File: src/rtl/regfile_pkg.sv
// Shared MIPS register-index constants and register file defaults.
package regfile_pkg;

  localparam int unsigned addr_w = 5;
  localparam int unsigned num_regs = 32;

  localparam logic [addr_w-1:0] zero = 5'd0;
  localparam logic [addr_w-1:0] sp   = 5'd29;
  localparam logic [addr_w-1:0] ra   = 5'd31;

  localparam logic [31:0] sp_init_default = 32'h7FFF_EFFC;

endpackage

File: src/rtl/regfile_rdport.sv
// Combinational read port: $zero forcing, optional write-first bypass, array select.
module regfile_rdport
  import regfile_pkg::*;
#(
  parameter int unsigned DATA_W = 32,
  parameter bit          BYPASS = 1'b1
) (
  input  logic [addr_w-1:0]                 addr,
  input  logic [addr_w-1:0]                 dstaddr,
  input  logic                              wr_en,
  input  logic [DATA_W-1:0]                 wdata,
  input  logic [num_regs-1:0][DATA_W-1:0]   regs,
  output logic [DATA_W-1:0]                 data_c
);

  always_comb begin
    data_c = '0;
    if (addr == zero) begin
      data_c = '0;
    end else if (BYPASS && wr_en && (addr == dstaddr)) begin
      data_c = wdata;
    end else begin
      data_c = regs[addr];
    end
  end

endmodule

File: src/rtl/regfile.sv
// 32 x DATA_W MIPS register file: two combinational read ports, one write port, debug port.
module regfile
  import regfile_pkg::*;
#(
  parameter int unsigned       DATA_W  = 32,
  parameter logic [DATA_W-1:0] SP_INIT = DATA_W'(sp_init_default),
  parameter bit                BYPASS  = 1'b1
) (
  input  logic              clk,
  input  logic              rst_n,
  input  logic [4:0]        rsaddr,
  input  logic [4:0]        rtaddr,
  input  logic [4:0]        dstaddr,
  input  logic              regwrite,
  input  logic [DATA_W-1:0] wdata,
  output logic [DATA_W-1:0] rsdata,
  output logic [DATA_W-1:0] rtdata,
  input  logic [4:0]        dbgaddr,
  output logic [DATA_W-1:0] dbgdata
);

  logic [num_regs-1:1][DATA_W-1:0] mem;
  logic [num_regs-1:0][DATA_W-1:0] regs_view;
  logic                            wr_en_c;

  // Bypass is suppressed while reset is held so reads show reset values.
  assign wr_en_c   = regwrite & rst_n;
  assign regs_view = {mem, {DATA_W{1'b0}}};

  // Storage and write port; $zero has no flop.
  always_ff @(posedge clk or negedge rst_n) begin
    if (!rst_n) begin
      for (int i = 1; i < int'(num_regs); i++) begin
        mem[i] <= (addr_w'(i) == sp) ? SP_INIT : '0;
      end
    end else if (regwrite && (dstaddr != zero)) begin
      mem[dstaddr] <= wdata;
    end
  end

  a_dstaddr_known: assert property (@(posedge clk) disable iff (!rst_n)
    regwrite |-> !$isunknown(dstaddr));

  regfile_rdport #(.DATA_W(DATA_W), .BYPASS(BYPASS)) u_rs (
    .addr    (rsaddr),
    .dstaddr (dstaddr),
    .wr_en   (wr_en_c),
    .wdata   (wdata),
    .regs    (regs_view),
    .data_c  (rsdata)
  );

  regfile_rdport #(.DATA_W(DATA_W), .BYPASS(BYPASS)) u_rt (
    .addr    (rtaddr),
    .dstaddr (dstaddr),
    .wr_en   (wr_en_c),
    .wdata   (wdata),
    .regs    (regs_view),
    .data_c  (rtdata)
  );

  assign dbgdata = regs_view[dbgaddr];

endmodule

File: config.mk
export PLATFORM = sky130hd
export DESIGN_NAME = regfile
export DESIGN_NICKNAME = d
export VERILOG_FILES = /design/src/rtl/regfile_pkg.sv /design/src/rtl/regfile_rdport.sv /design/src/rtl/regfile.sv
export SDC_FILE = /design/constraint.sdc
export NUM_CORES = 2
export LEC_CHECK = 0
export BUFFER_PORTS_ARGS = -buffer_cell sky130_fd_sc_hd__buf_2
export CAP_MARGIN = 20
export CORE_MARGIN = 10
export CORE_UTILIZATION = 55
export CTS_CLUSTER_DIAMETER = 50
export DETAILED_ROUTE_END_ITERATION = 6
export PLACE_DENSITY = 0.71
export REMOVE_ABC_BUFFERS = 1
export SLEW_MARGIN = 15
export SYNTH_ARGS = -nofsm -noshare
export SYNTH_HDL_FRONTEND = slang
export SYNTH_SLANG_ARGS = --single-unit
File: constraint.sdc
create_clock -name clk -period 3.85 [get_ports clk]
set_clock_uncertainty 0.2 [all_clocks]
set_input_delay 0.5775 -clock clk [delete_from_list [all_inputs] [get_ports clk]]
set_output_delay 0.5775 -clock clk [all_outputs]
set_load 0.05 [all_outputs]
# Yosys cells after proc, flatten, opt, wreduce, memory -nomap -nowiden
# Index checks and enable logic that the tools add are counted.
dict set report op_classes {
  order_cmp 5
  eq_ne 2
  n_mux 13
  bitwise_logic 1
  n_reduce_logical 7
}
# operator n
set op_table {}
lappend op_table {{$bwmux 992} 1}
lappend op_table {{$bmux 32 s5} 3}
lappend op_table {{$mux 32} 8}
lappend op_table {{$demux 32 s5} 1}
lappend op_table {{$lt 5x6->1 const B} 4}
lappend op_table {{$eq 5x5->1} 2}
lappend op_table {{$logic_not 5->1} 2}
lappend op_table {{$ge 5x1->1 const B} 1}
lappend op_table {{$reduce_bool 5->1} 1}
lappend op_table {{$logic_and 1x1->1} 4}
lappend op_table {{$and 1x1->1} 1}
dict set report word_totals {
  ff_bits 992
  in_bits 55
  word_cells 59
}

# Logic depth before layout (Yosys ltp)
dict set report depth {
  depth_word 5
  ltp_mapped 10
  ltp_nobuf 5
}

# Hierarchy
# From an unflattened synthesis, not the netlist that was laid out.
dict set report hier_totals {
  cells_unflattened 4615
  hier_area_um2 63353.3
}
# mod n_inst cells_per_inst area_per_inst_um2
set modules_own_cells {}
lappend modules_own_cells {regfile 1 2911 45173.3}
lappend modules_own_cells {regfile_rdport 2 852 9090.0}

# Worst setup path after synthesis
# Ideal clock, no wire load.
dict set report synth_path {
  path_kind {input to output}
  start {input rtaddr[0]}
  end {output rtdata[13]}
  arrival_ns 2.835
  required_ns 3.072
  slack_ns 0.237
  stages 8
  path_buffers 4
  cell_sequence {buf_2 > buf_2 > buf_4 > buf_2 > a221oi_1 > a2111oi_0 > a31oi_1 > a31oi_1}
}
dict set report synth_via {
  elab_chain_len 4
  word_cells_on_any_way 7
  cone_classes {1 x eq/ne; 4 x mux; 2 x reduce/logical}
}
# item line_no
set synth_rtl {}
lappend synth_rtl {{from (decl)} regfile.sv:12} ;# input logic [4:0] rtaddr,
lappend synth_rtl {{$bmux 32 s5 or $eq 5x5->1 (tied branches)} {regfile_rdport.sv:23, regfile_rdport.sv:20}}
lappend synth_rtl {{$mux 32 (not written as such) or $logic_and 1x1->1 (tied branches)} {regfile_rdport.sv:23, regfile_rdport.sv:20}}
lappend synth_rtl {{$mux 32} regfile_rdport.sv:20} ;# end else if (BYPASS && wr_en && (addr == dstaddr)) begin
lappend synth_rtl {{$mux 32 (*)} regfile_rdport.sv:18} ;# if (addr == zero) begin
lappend synth_rtl {{to (decl)} regfile.sv:17} ;# output logic [DATA_W-1:0] rtdata,
# Every way passes the cells marked *; elsewhere a longest branch is shown, timed or not. The select of a mux whose other input is x is not followed.

# Worst setup path in the final report
dict set report layout_path {
  start {input rtaddr[1]}
  end {output rtdata[14]}
}
# The elaborated chain is that of the path after synthesis.

==> qor.csv <==
stage,metric,value,unit
synth,yosys.area.top_type,dfrtp_1,
die,die_area,127000,um^2
clocking,cts_inserted_buffers,133,
global_routing,grtUsageTotal,34.7,%
detailed_routing,drc_errors,0,
place,globalplace.congestion,0.900,
run,cap_violations,0,
synth,yosysTopAreaCellShare,38.8,%
final_layout,multi_input_area,35200,um^2
sta,hold_viol,0,
detailed_routing,wirelength,221000,um
pwr,max-vdd-ir-drop,0.458,mV
synth,avgSynthCellArea,14.1,um^2
final_layout,fin_nets,4525,
worst_setup_path,cp.required,3.07,ns
sta,drv_slew,0,
sta,max_slew_margin,18.5,%
final_layout,drive_above_1_share,53.7,%
clocking,cts_tree,done,
final_layout,reg_top3,mem: 992 flops,
worst_setup_path,worstSetupPathType,input port to output port,
clocking,cts_buffer_depth,3,
die,dieWidth,356,um
place,port_buffers,150,
die,core_area,112000,um^2
synth,synth.yosys.seq_area_share,40.0,%
worst_setup_path,arrival,3.02,ns
sta,fin_crit,3.80,ns
clocking,cts_setup_buffers,0,
synth,netlist_area,62200,um^2
synth,synth_flop_cell,dfrtp_1,
global_routing,grt_pass1_vias,46691,
sta,rsz0062_at_grt,false,
synth,netlist_instances,4411,
synth,async_flop_share,100,%
hold_path,hp-class,input port to register,
synth,synthTopCellsByArea,"dfrtp_1 39%, mux2_2 21%, mux4_2 20%",
die,io-pin-count,151,
sta,max_freq,0.263,GHz
clocking,htreeDepth,4,
final_layout,seq_area,24900,um^2
final_layout,regMostFlops,mem,
place,dp_hpwl,133000,um
global_routing,grt_pass1_wl,325000,um
pwr,p_per_area,522,nW/um^2
synth,synth_warnings,0,
detailed_routing,ant_nets,0,
global_routing,grt_max_degree,167,
status,status,"complete, no violations",
sta,finalSetupViolCount,0,
clocking,clock_latency,0.74,ns
detailed_routing,drt_first_pass_iters,6,
pwr,p_leak,30.7,nW
die,dieHeight,356,um
worst_setup_path,end_kind,output port,
synth,synth_cell_types,49,
sta,worstMarginPinSlew,1.22,ns
clocking,clock_sinks,992,
detailed_routing,drt_iter0_drc,5685,
sta,fin_ws,0.0506,ns
sta,setup_tns,0,ns
final_layout,largest_register_ffs,992,
detailed_routing,vias,45583,
place,place_ws,-0.107,ns
final_layout,n_fill_cell,8143,
synth,synth-edff-count,0,
clocking,clockRootBuffer,clkbuf_16,
global_routing,grt-ovfl-total,0,
detailed_routing,routed_via_density,7.49,
final_layout,synthToLayoutAreaGrowth,14.9,%
die,start_util,55.4,%
clocking,clkSlewWorstSetupHoldPaths,0.06,ns
worst_setup_path,startpoint_type,input port,
global_routing,grt_antenna_before_repair,5,
die,rows,123,
worst_setup_path,cp_max_fo,17,
sta,period_share,98.7,%
detailed_routing,avgRoutedWirePerCell,36.4,um
synth,ys_seq_elements,992,
-- final timing paths --
check,start,end,slack (ns),cells after the start
setup / recovery,rtaddr[1],rtdata[14],0.05,9
hold / removal,wdata[5],mem[517],0.05,2
setup reg to reg,mem[802],mem[802],2.82,1
hold reg to reg,mem[438],mem[438],0.35,1
max in group asynchronous,rst_n,mem[705],1.41,4
min in group asynchronous,rst_n,mem[943],0.08,2
-- per-stage QoR --
stage / power [mW] / area (um^2) / util (%) / std cells / hold WS (ns)
after detailed placement: 24.1 / 66600 / 59.3 / 5832 / 0.253
after floorplan: 20.5 / 59800 / - / 3896 / 0.0819
after CTS: 37.2 / 71400 / 63.5 / 6077 / 0.0299
final: 37.3 / 71500 / 63.6 / 6086 / 0.0532
after global routing: 38.6 / 71400 / 63.6 / 6080 / 0.0625
after global placement: 23.8 / 66600 / 59.3 / 5831 / 0.255
-- report_power, final --
| group | total, mW | internal (mW) | switching (mW) |
|---|---|---|---|
| sequential | 14.6 | 12.5 | 2.10 |
| combinational | 9.57 | 5.28 | 4.29 |
| clock | 13.1 | 7.98 | 5.12 |
| total | 37.3 | 25.8 | 11.5 |
-- Yosys cell counts (all sizes together) (25+ instances only) --
cell / instances
a2111oi: 39
mux4: 557
mux2: 1145
o21ai: 32
dfstp: 28
clkbuf: 279
nor2b: 34
a22oi: 146
nor3: 25
nand2: 68
buf: 236
a221oi: 63
a22o: 62
dfrtp: 964
mux2i: 396
a31oi: 62
o2111ai: 30
inv: 30
a211oi: 26
-- worst max-delay path, stage by stage --
cell and delay, ns:
buf_8 0.21, nor2b_4 0.33, buf_12 0.25, buf_4 0.20, a221oi_1 0.10, a2111oi_0 0.60, a31oi_1 0.14, a31oi_1 0.25
buf_2 0.30
-- placed cells by master (no fill, tap or decap), types with 63 or more instances in the layout --
cell type | netlist | routed
a221oi_1 | 63 | 63
a22oi_1 | 146 | 145
buf_4 | 41 | 195
mux4_2 | 557 | 557
dfrtp_1 | 964 | 964
mux2_2 | 1145 | 1145
mux2i_1 | 396 | 396
buf_12 | 0 | 126
clkbuf_16 | 0 | 140
buf_2 | 103 | 107
-- routing by layer --
layer / GRT usage [%] / part of all wire (%)
met1: 44.4 / 37
met2: 50.9 / 44
met3: 11.9 / 13
met4: 20.3 / 6.7
met5: 0 / 0.0081
-- cell families after synthesis --
| group | after synthesis | synth area share (%) |
|---|---|---|
| mux | 2098 | 47.3 |
| flops | 992 | 40.0 |
| compound gates | 571 | 7.08 |
| buf+inv | 545 | 3.97 |
| simple gates | 195 | 1.58 |
| xor+xnor | 10 | 0.141 |
-- layout make-up --
class / count / area share [%]
repair buffers: 439 / 6.58
clock inverters: 69 / 1.16
clock buffers: 175 / 5.42
multi-input cells: 2874 / 49.2
flip-flops and latches: 992 / 34.8
well taps: 1500 / 2.63
diodes: 7 / 0.0245
inverters: 30 / 0.158
-- repair_timing --
action                                  CTS  global route
endpoints found under the setup margin    1             7
pin swaps                                 0             0
resized for setup                         1             7
endpoints found under the hold margin    21             0
hold buffers                              1             0
(Power assumes the default switching activity.)
